===== src/rtl/blinds_motor_controller.sv =====
// Blinds motor driver: runs the motor toward the commanded end stop with a
// motor-off dead time before every start, and latches travel/limit faults.
module blinds_motor_controller #(
  parameter int TRAVEL_CYCLES   = 1000,
  parameter int DEADTIME_CYCLES = 16,
  parameter int CNT_W           = 16
) (
  input  logic clk,
  input  logic rst,
  input  logic blinds_open,
  input  logic limit_open,
  input  logic limit_closed,
  input  logic fault_clear,
  output logic motor_up,
  output logic motor_down,
  output logic moving,
  output logic at_open,
  output logic at_closed,
  output logic fault
);

  typedef enum logic [2:0] {
    IDLE,
    DEADTIME,
    RAISING,
    LOWERING,
    FAULT
  } state_t;

  localparam logic [CNT_W-1:0] DEAD_LAST   = CNT_W'(DEADTIME_CYCLES - 1);
  localparam logic [CNT_W-1:0] TRAVEL_LAST = CNT_W'(TRAVEL_CYCLES - 1);

  state_t           state;
  logic             dir;
  logic [CNT_W-1:0] cnt;

  // Outputs default low each edge and are set only on edges that land in
  // (or stay in) the matching state, so they always equal a decode of state.
  always_ff @(posedge clk) begin
    if (rst) begin
      state      <= IDLE;
      dir        <= 1'b0;
      cnt        <= '0;
      motor_up   <= 1'b0;
      motor_down <= 1'b0;
      moving     <= 1'b0;
      fault      <= 1'b0;
      at_open    <= 1'b0;
      at_closed  <= 1'b0;
    end else begin
      at_open    <= limit_open & ~limit_closed;
      at_closed  <= limit_closed & ~limit_open;
      motor_up   <= 1'b0;
      motor_down <= 1'b0;
      moving     <= 1'b0;
      fault      <= 1'b0;

      if (state != FAULT && limit_open && limit_closed) begin
        state <= FAULT;
        fault <= 1'b1;
      end else begin
        case (state)
          IDLE: begin
            if (blinds_open && !limit_open) begin
              state <= DEADTIME;
              dir   <= 1'b1;
              cnt   <= '0;
            end else if (!blinds_open && !limit_closed) begin
              state <= DEADTIME;
              dir   <= 1'b0;
              cnt   <= '0;
            end
          end

          DEADTIME: begin
            if (blinds_open != dir) begin
              state <= IDLE;
              cnt   <= '0;
            end else if (cnt == DEAD_LAST) begin
              state      <= dir ? RAISING : LOWERING;
              cnt        <= '0;
              motor_up   <= dir;
              motor_down <= ~dir;
              moving     <= 1'b1;
            end else begin
              cnt <= cnt + CNT_W'(1);
            end
          end

          RAISING: begin
            if (limit_open) begin
              state <= IDLE;
              cnt   <= '0;
            end else if (!blinds_open) begin
              state <= DEADTIME;
              dir   <= 1'b0;
              cnt   <= '0;
            end else if (cnt == TRAVEL_LAST) begin
              state <= FAULT;
              cnt   <= '0;
              fault <= 1'b1;
            end else begin
              cnt      <= cnt + CNT_W'(1);
              motor_up <= 1'b1;
              moving   <= 1'b1;
            end
          end

          LOWERING: begin
            if (limit_closed) begin
              state <= IDLE;
              cnt   <= '0;
            end else if (blinds_open) begin
              state <= DEADTIME;
              dir   <= 1'b1;
              cnt   <= '0;
            end else if (cnt == TRAVEL_LAST) begin
              state <= FAULT;
              cnt   <= '0;
              fault <= 1'b1;
            end else begin
              cnt        <= cnt + CNT_W'(1);
              motor_down <= 1'b1;
              moving     <= 1'b1;
            end
          end

          FAULT: begin
            if (fault_clear) begin
              state <= IDLE;
              cnt   <= '0;
            end else begin
              fault <= 1'b1;
            end
          end

          default: begin
            state <= IDLE;
            cnt   <= '0;
          end
        endcase
      end
    end
  end

endmodule


===== config.mk =====
export PLATFORM = sky130hd
export DESIGN_NAME = blinds_motor_controller
export DESIGN_NICKNAME = d
export VERILOG_FILES = /design/src/rtl/blinds_motor_controller.sv
export SDC_FILE = /design/constraint.sdc
export NUM_CORES = 1
export LEC_CHECK = 0
export BUFFER_PORTS_ARGS = -buffer_cell sky130_fd_sc_hd__buf_4
export CAP_MARGIN = 10
export CORE_MARGIN = 10
export CORE_UTILIZATION = 30
export DETAILED_ROUTE_END_ITERATION = 8
export PLACE_DENSITY_LB_ADDON = 0.1
export SETUP_SLACK_MARGIN = 0.4
export SYNTH_ARGS = -nofsm -noshare
export SYNTH_HDL_FRONTEND = slang
export SYNTH_SLANG_ARGS = --single-unit

===== constraint.sdc =====
create_clock -name clk -period 1.75 [get_ports clk]
set_input_delay 0.0875 -clock clk [delete_from_list [all_inputs] [get_ports clk]]
set_output_delay 0.0875 -clock clk [all_outputs]
set_load 0.02 [all_outputs]

Word-level counts from Yosys, hierarchy flattened
Index checks and enable logic that the tools add are counted.
Operators by class
  add/subtract/negate cells: 1
  equality and inequality tests: 18
  mux-type cells: 53
  bitwise operators: 6
  reductions and logical operators: 14
Operators by type and width (count)
  two-way mux 16 bit: 10
  case mux 16 bit (5 select lines): 1
  two-way mux 3 bit: 11
  two-way mux 1 bit: 25
  adder 16 x 1 -> 16 bit, second input constant: 1
  equality test 16 x 10 -> 1 bit, second input constant: 1
  equality test 16 x 4 -> 1 bit, second input constant: 1
  case mux 3 bit (5 select lines): 1
  inequality test 3 bit, second input constant: 4
  inequality test 2 bit, second input constant: 5
  case mux 1 bit (3 select lines): 3
  AND reduction 3 bit: 3
  inequality test 4 bit, second input constant: 2
  AND reduction 7 bit: 1
  equality test 3 x 2 -> 1 bit, second input constant: 2
  logical AND 1 bit: 4
  NOT 1 bit: 4
  case mux 1 bit (2 select lines): 2
  equality test 3 x 1 -> 1 bit, second input constant: 1
  equality test 3 bit, second input constant: 1
  zero test 1 bit: 3
  zero test 3 bit: 1
  nonzero test 3 bit: 1
  AND 1 bit: 2
  2 further kinds: 2
Storage, ports and cells
  register bits after elaboration: 26
  output and inout port bits: 6

Logic depth before layout (Yosys ltp)
  depth in word-level cells: 6
  mapped depth: 8
  gate-level depth less buffers: 7

Worst setup path after synthesis
Ideal clock, no wire load.
  path type: register to register
  from: register dir
  to: register cnt[0]
  arrival time: 1.758 ns
  path slack: -0.066 ns
  stages on the path, launching flop included: 8
  path buffers: 0
  clock period less this slack: 1.816 ns
  path through: dfxtp_1 > inv_1 > ha_1 > or4b_1 > nor2_1 > a22oi_4 > nor2_4 > mux2_2
Between the ends
  longest elaborated chain between the ends: 3
Ends and longest elaborated chain
  start, declared: line 34  | logic dir;
  start signal, assigned: line 42  | dir <= 1'b0;
  start signal, assigned: line 66  | dir <= 1'b1;
  start signal, assigned: line 70  | dir <= 1'b0;
  inequality test 1 bit: line 76  | if (blinds_open != dir) begin
  two-way mux 16 bit: line 76
  case mux 16 bit (5 select lines): line 62  | case (state)
  end signal, assigned: line 86  | cnt <= cnt + CNT_W'(1);
  end signal, assigned: line 103  | cnt <= cnt + CNT_W'(1);
  end signal, assigned: line 122  | cnt <= cnt + CNT_W'(1);
  end, declared: line 35  | logic [CNT_W-1:0] cnt;
No other way between the ends.
A chain may end at the register's enable or synchronous reset.

Final worst setup path
Ends and elaborated chain as after synthesis.

==> metrics.md <==
| Metric | Value |
|---|---|
| Worst Hold Launch | `limit_closed` |
| NetSw | `0.000339 W` |
| Worst VDD drop | `0.251 mV` |
| Synth top area share | `0.346` |
| CP Data Required Time | `1.97 ns` |
| Pint | `0.00101 W` |
| Vias in the first global route | `1443` |
| Gr usage total | `0.0959` |
| RSZ-0062 raised after global routing | `true` |
| Fillers | `457` |
| Cell taking the most area after synthesis | `dfxtp_1` |
| DRC Markers | `0` |
| CTS Sinks | `26` |
| DRT iter0 DRCs | `135` |
| Syn_area_per_cell | `8.85 um2` |
| Register area share after synthesis | `0.346` |
| Headroom to the max-slew limit | `0.610` |
| Drt pass-1 iters | `4` |
| First-pass GRT wire length | `6.78 mm` |
| M2 GR Usage | `0.159` |
| Num ports | `12` |
| Worst setup margin | `-0.0816 ns` |
| H-tree Lvls | `1` |
| Async SR Flop Fraction | `0` |
| Slew @ Worst Pin | `0.581 ns` |
| Routed vias/inst | `5.03` |
| Largest net degree at the start of global routing | `16` |
| FMAX | `546 MHz` |
| Initial antenna violation count | `0` |
| Netlist area before placement | `0.00151 mm2` |
| Later-pin clock latency in the skew report | `0.28 ns` |
| Antenna diode count | `0` |
| Via Count | `1409` |
| Routed WL per cell | `14.8 um` |
| Area Overhead vs Synth | `43.4%` |
| Sequential share of power | `0.453` |
| Post-DP HPWL | `2.82 mm` |
| Largest cells by area after synthesis | `dfxtp_1 35%, a22o_1 4.1%, xnor2_1 4.1%` |
| Hold Vio Cnt, Final | `0` |
| HP Class | `input port to flop` |
| M1 GR Usage | `0.123` |
| Post-route setup TNS | `-0.544 ns` |
| Initial Utilization | `0.315` |
| GRT Max-Usage Layer | `met2` |
| Pwr Density | `627 mW/mm2` |
| Clk_skew | `0.00422 ns` |
| Die extent in x | `90.8 um` |
| Post-layout min period | `1.83 ns` |
| Post-Place Cell Area | `0.00186 mm2` |
| Global routing met3 resource utilization | `0.0183` |
| Final ANT Viol Nets | `0` |
| Crit end category | `flop` |
| Syn Inst Count | `170` |
| Flop-to-flop setup slack | `-0.08 ns` |
| Finished Cell Area | `0.00216 mm2` |
| Worst-path clk slew | `0.10 ns` |
| IO Port Bufs | `11` |
| Clock network power share | `0.379` |
| CP max FO | `8` |
| Die area | `0.00825 mm2` |
| Status | `finished with violations` |
| Pleak | `0.845 nW` |
| Root Buffer | `clkbuf_8` |
| Failing checks | `negative setup slack` |
| Reg area | `534 um2` |
| Core area | `0.00479 mm2` |
| CTS tree | `yes` |
| Die Y | `90.8 um` |
| Final #Nets | `222` |
| Slew Viols, Final | `0` |
| Num rows | `25` |
| Grt ovf | `0` |
| Critical Path Start Type | `flop` |
| Commonest cells in the synthesized netlist | `26 x dfxtp_1, 13 x nor2_1, 12 x inv_1` |
| RR Startpoint | `dir` |
| Clock Path Buffers | `2` |
| Crit Path Class | `flop to flop` |
| Period utilization | `1.05` |
| Setup violations, final | `11` |
| Worst EP arrival | `2.05 ns` |
| Overall routed net length | `4.15 mm` |
| Yosys cell types | `49` |
| Post-synth EDFFs | `0` |
| Flops & latches, synth | `26` |
| Cell with the most instances after synthesis | `dfxtp_1` |
| Syn_nets | `178` |
| Share of cells above drive strength 1 | `0.432` |
| Routability cong. | `0.875` |
| Area of the multi-input gates | `0.00107 mm2` |
| Max-cap violations | `0` |
| Logic gate share of total power | `0.168` |
| Fraction of power spent switching nets | `0.251` |
| YS warnings | `0` |
| CTS buffer count | `3` |
| Top flip-flop cell by instance count after synthesis | `dfxtp_1` |
| Critical path startpoint | `dir` |
[metrics by stage]
| stage | total power (W) | hold slack (ns) | util | instances | setup WS (ns) |
|---|---|---|---|---|---|
| after floorplan | 0.000756 | 0.374 | - | 170 | -0.0121 |
| after global placement | 0.000813 | 0.378 | 0.388 | 266 | -0.109 |
| after detailed placement | 0.000814 | 0.376 | 0.388 | 266 | -0.139 |
| after CTS | 0.00133 | 0.0773 | 0.422 | 275 | -0.0825 |
| after global routing | 0.00141 | 0.0950 | 0.451 | 280 | -0.154 |
| final | 0.00135 | 0.0859 | 0.451 | 280 | -0.0816 |
[worst max-delay path, stage by stage, from the launching register on]
cell,delay [ns]
dfxtp_2,0.35
inv_2,0.05
ha_4,0.20
or4b_4,0.50
nor2_4,0.16
a22oi_4,0.12
nor2_4,0.22
mux2_4,0.19
[area by class of cell]
class | count | area share
timing repair buffer | 44 | 0.162
clock buffer | 3 | 0.0191
multi-input combinational | 127 | 0.498
tap | 67 | 0.0388
inverter | 12 | 0.0209
clock inverter | 1 | 0.0139
sequential | 26 | 0.248
[power by group through the flow]
stage,combinational [W],sequential [W],clock (W)
2_1_floorplan,0.000129,0.000627,0
3_5_place_dp,0.000186,0.000628,0
6_report,0.000227,0.000613,0.000512
5_1_grt,0.000248,0.000616,0.000547
4_1_cts,0.000194,0.000614,0.000526
3_3_place_gp,0.000186,0.000628,0
[layer usage]
layer	vias up	share of wire
li1	706	-
met1	667	0.46
met2	32	0.50
met3	4	0.035
met4	0	0.0082
met5	-	0
[repair_timing]
action                                  4_1_cts  5_1_grt
gates resized for setup                      14       23
gates cloned                                  1        0
hold endpoints to repair                      0        0
pin swaps                                    19       13
setup buffers                                 4        5
hold buffers                                  0        0
endpoints found under the setup margin       24       24
[cells in the final DEF, fill, tap and decap left out, types with 3 or more instances in the layout]
cell       n
nor3_1     6
clkbuf_8   3
and3_1     7
inv_1     10
nand2_1    7
buf_6      3
a31oi_1    3
nand3_1    4
a22o_1     7
a21oi_1    6
nor2_1    12
dfxtp_2    5
xnor2_1    7
nor2b_1    4
nor3_2     3
dfxtp_1   19
o21ai_1    7
buf_4     40
[cell families (layout without fill, tap and decap cells)]
group	Yosys count	in the layout	synth area share
and+or+nand+nor	73	73	0.306
AOI/OAI and AO/OA	40	41	0.204
DFF	26	26	0.346
buffers and inverters	18	60	0.0524
xor gates and xnor gates	9	9	0.0524
adders and majority gates	2	2	0.0166
muxes	2	2	0.0224
[path summary, 6_finish.rpt]
check	endpoint	cells after the start
min	at_open	2
min reg2reg	cnt[15]	2
max	cnt[0]	7
max reg2reg	cnt[0]	7
[sequential cells by signal, indices dropped and copies added, names as in the netlist]
| signal | cells |
|---|---|
| motor_up | 1 |
| at_open | 1 |
| state | 3 |
| fault | 1 |
| dir | 1 |
| at_closed | 1 |
| moving | 1 |
| motor_down | 1 |
| cnt | 16 |
Power figures use the tool's default switching activity.
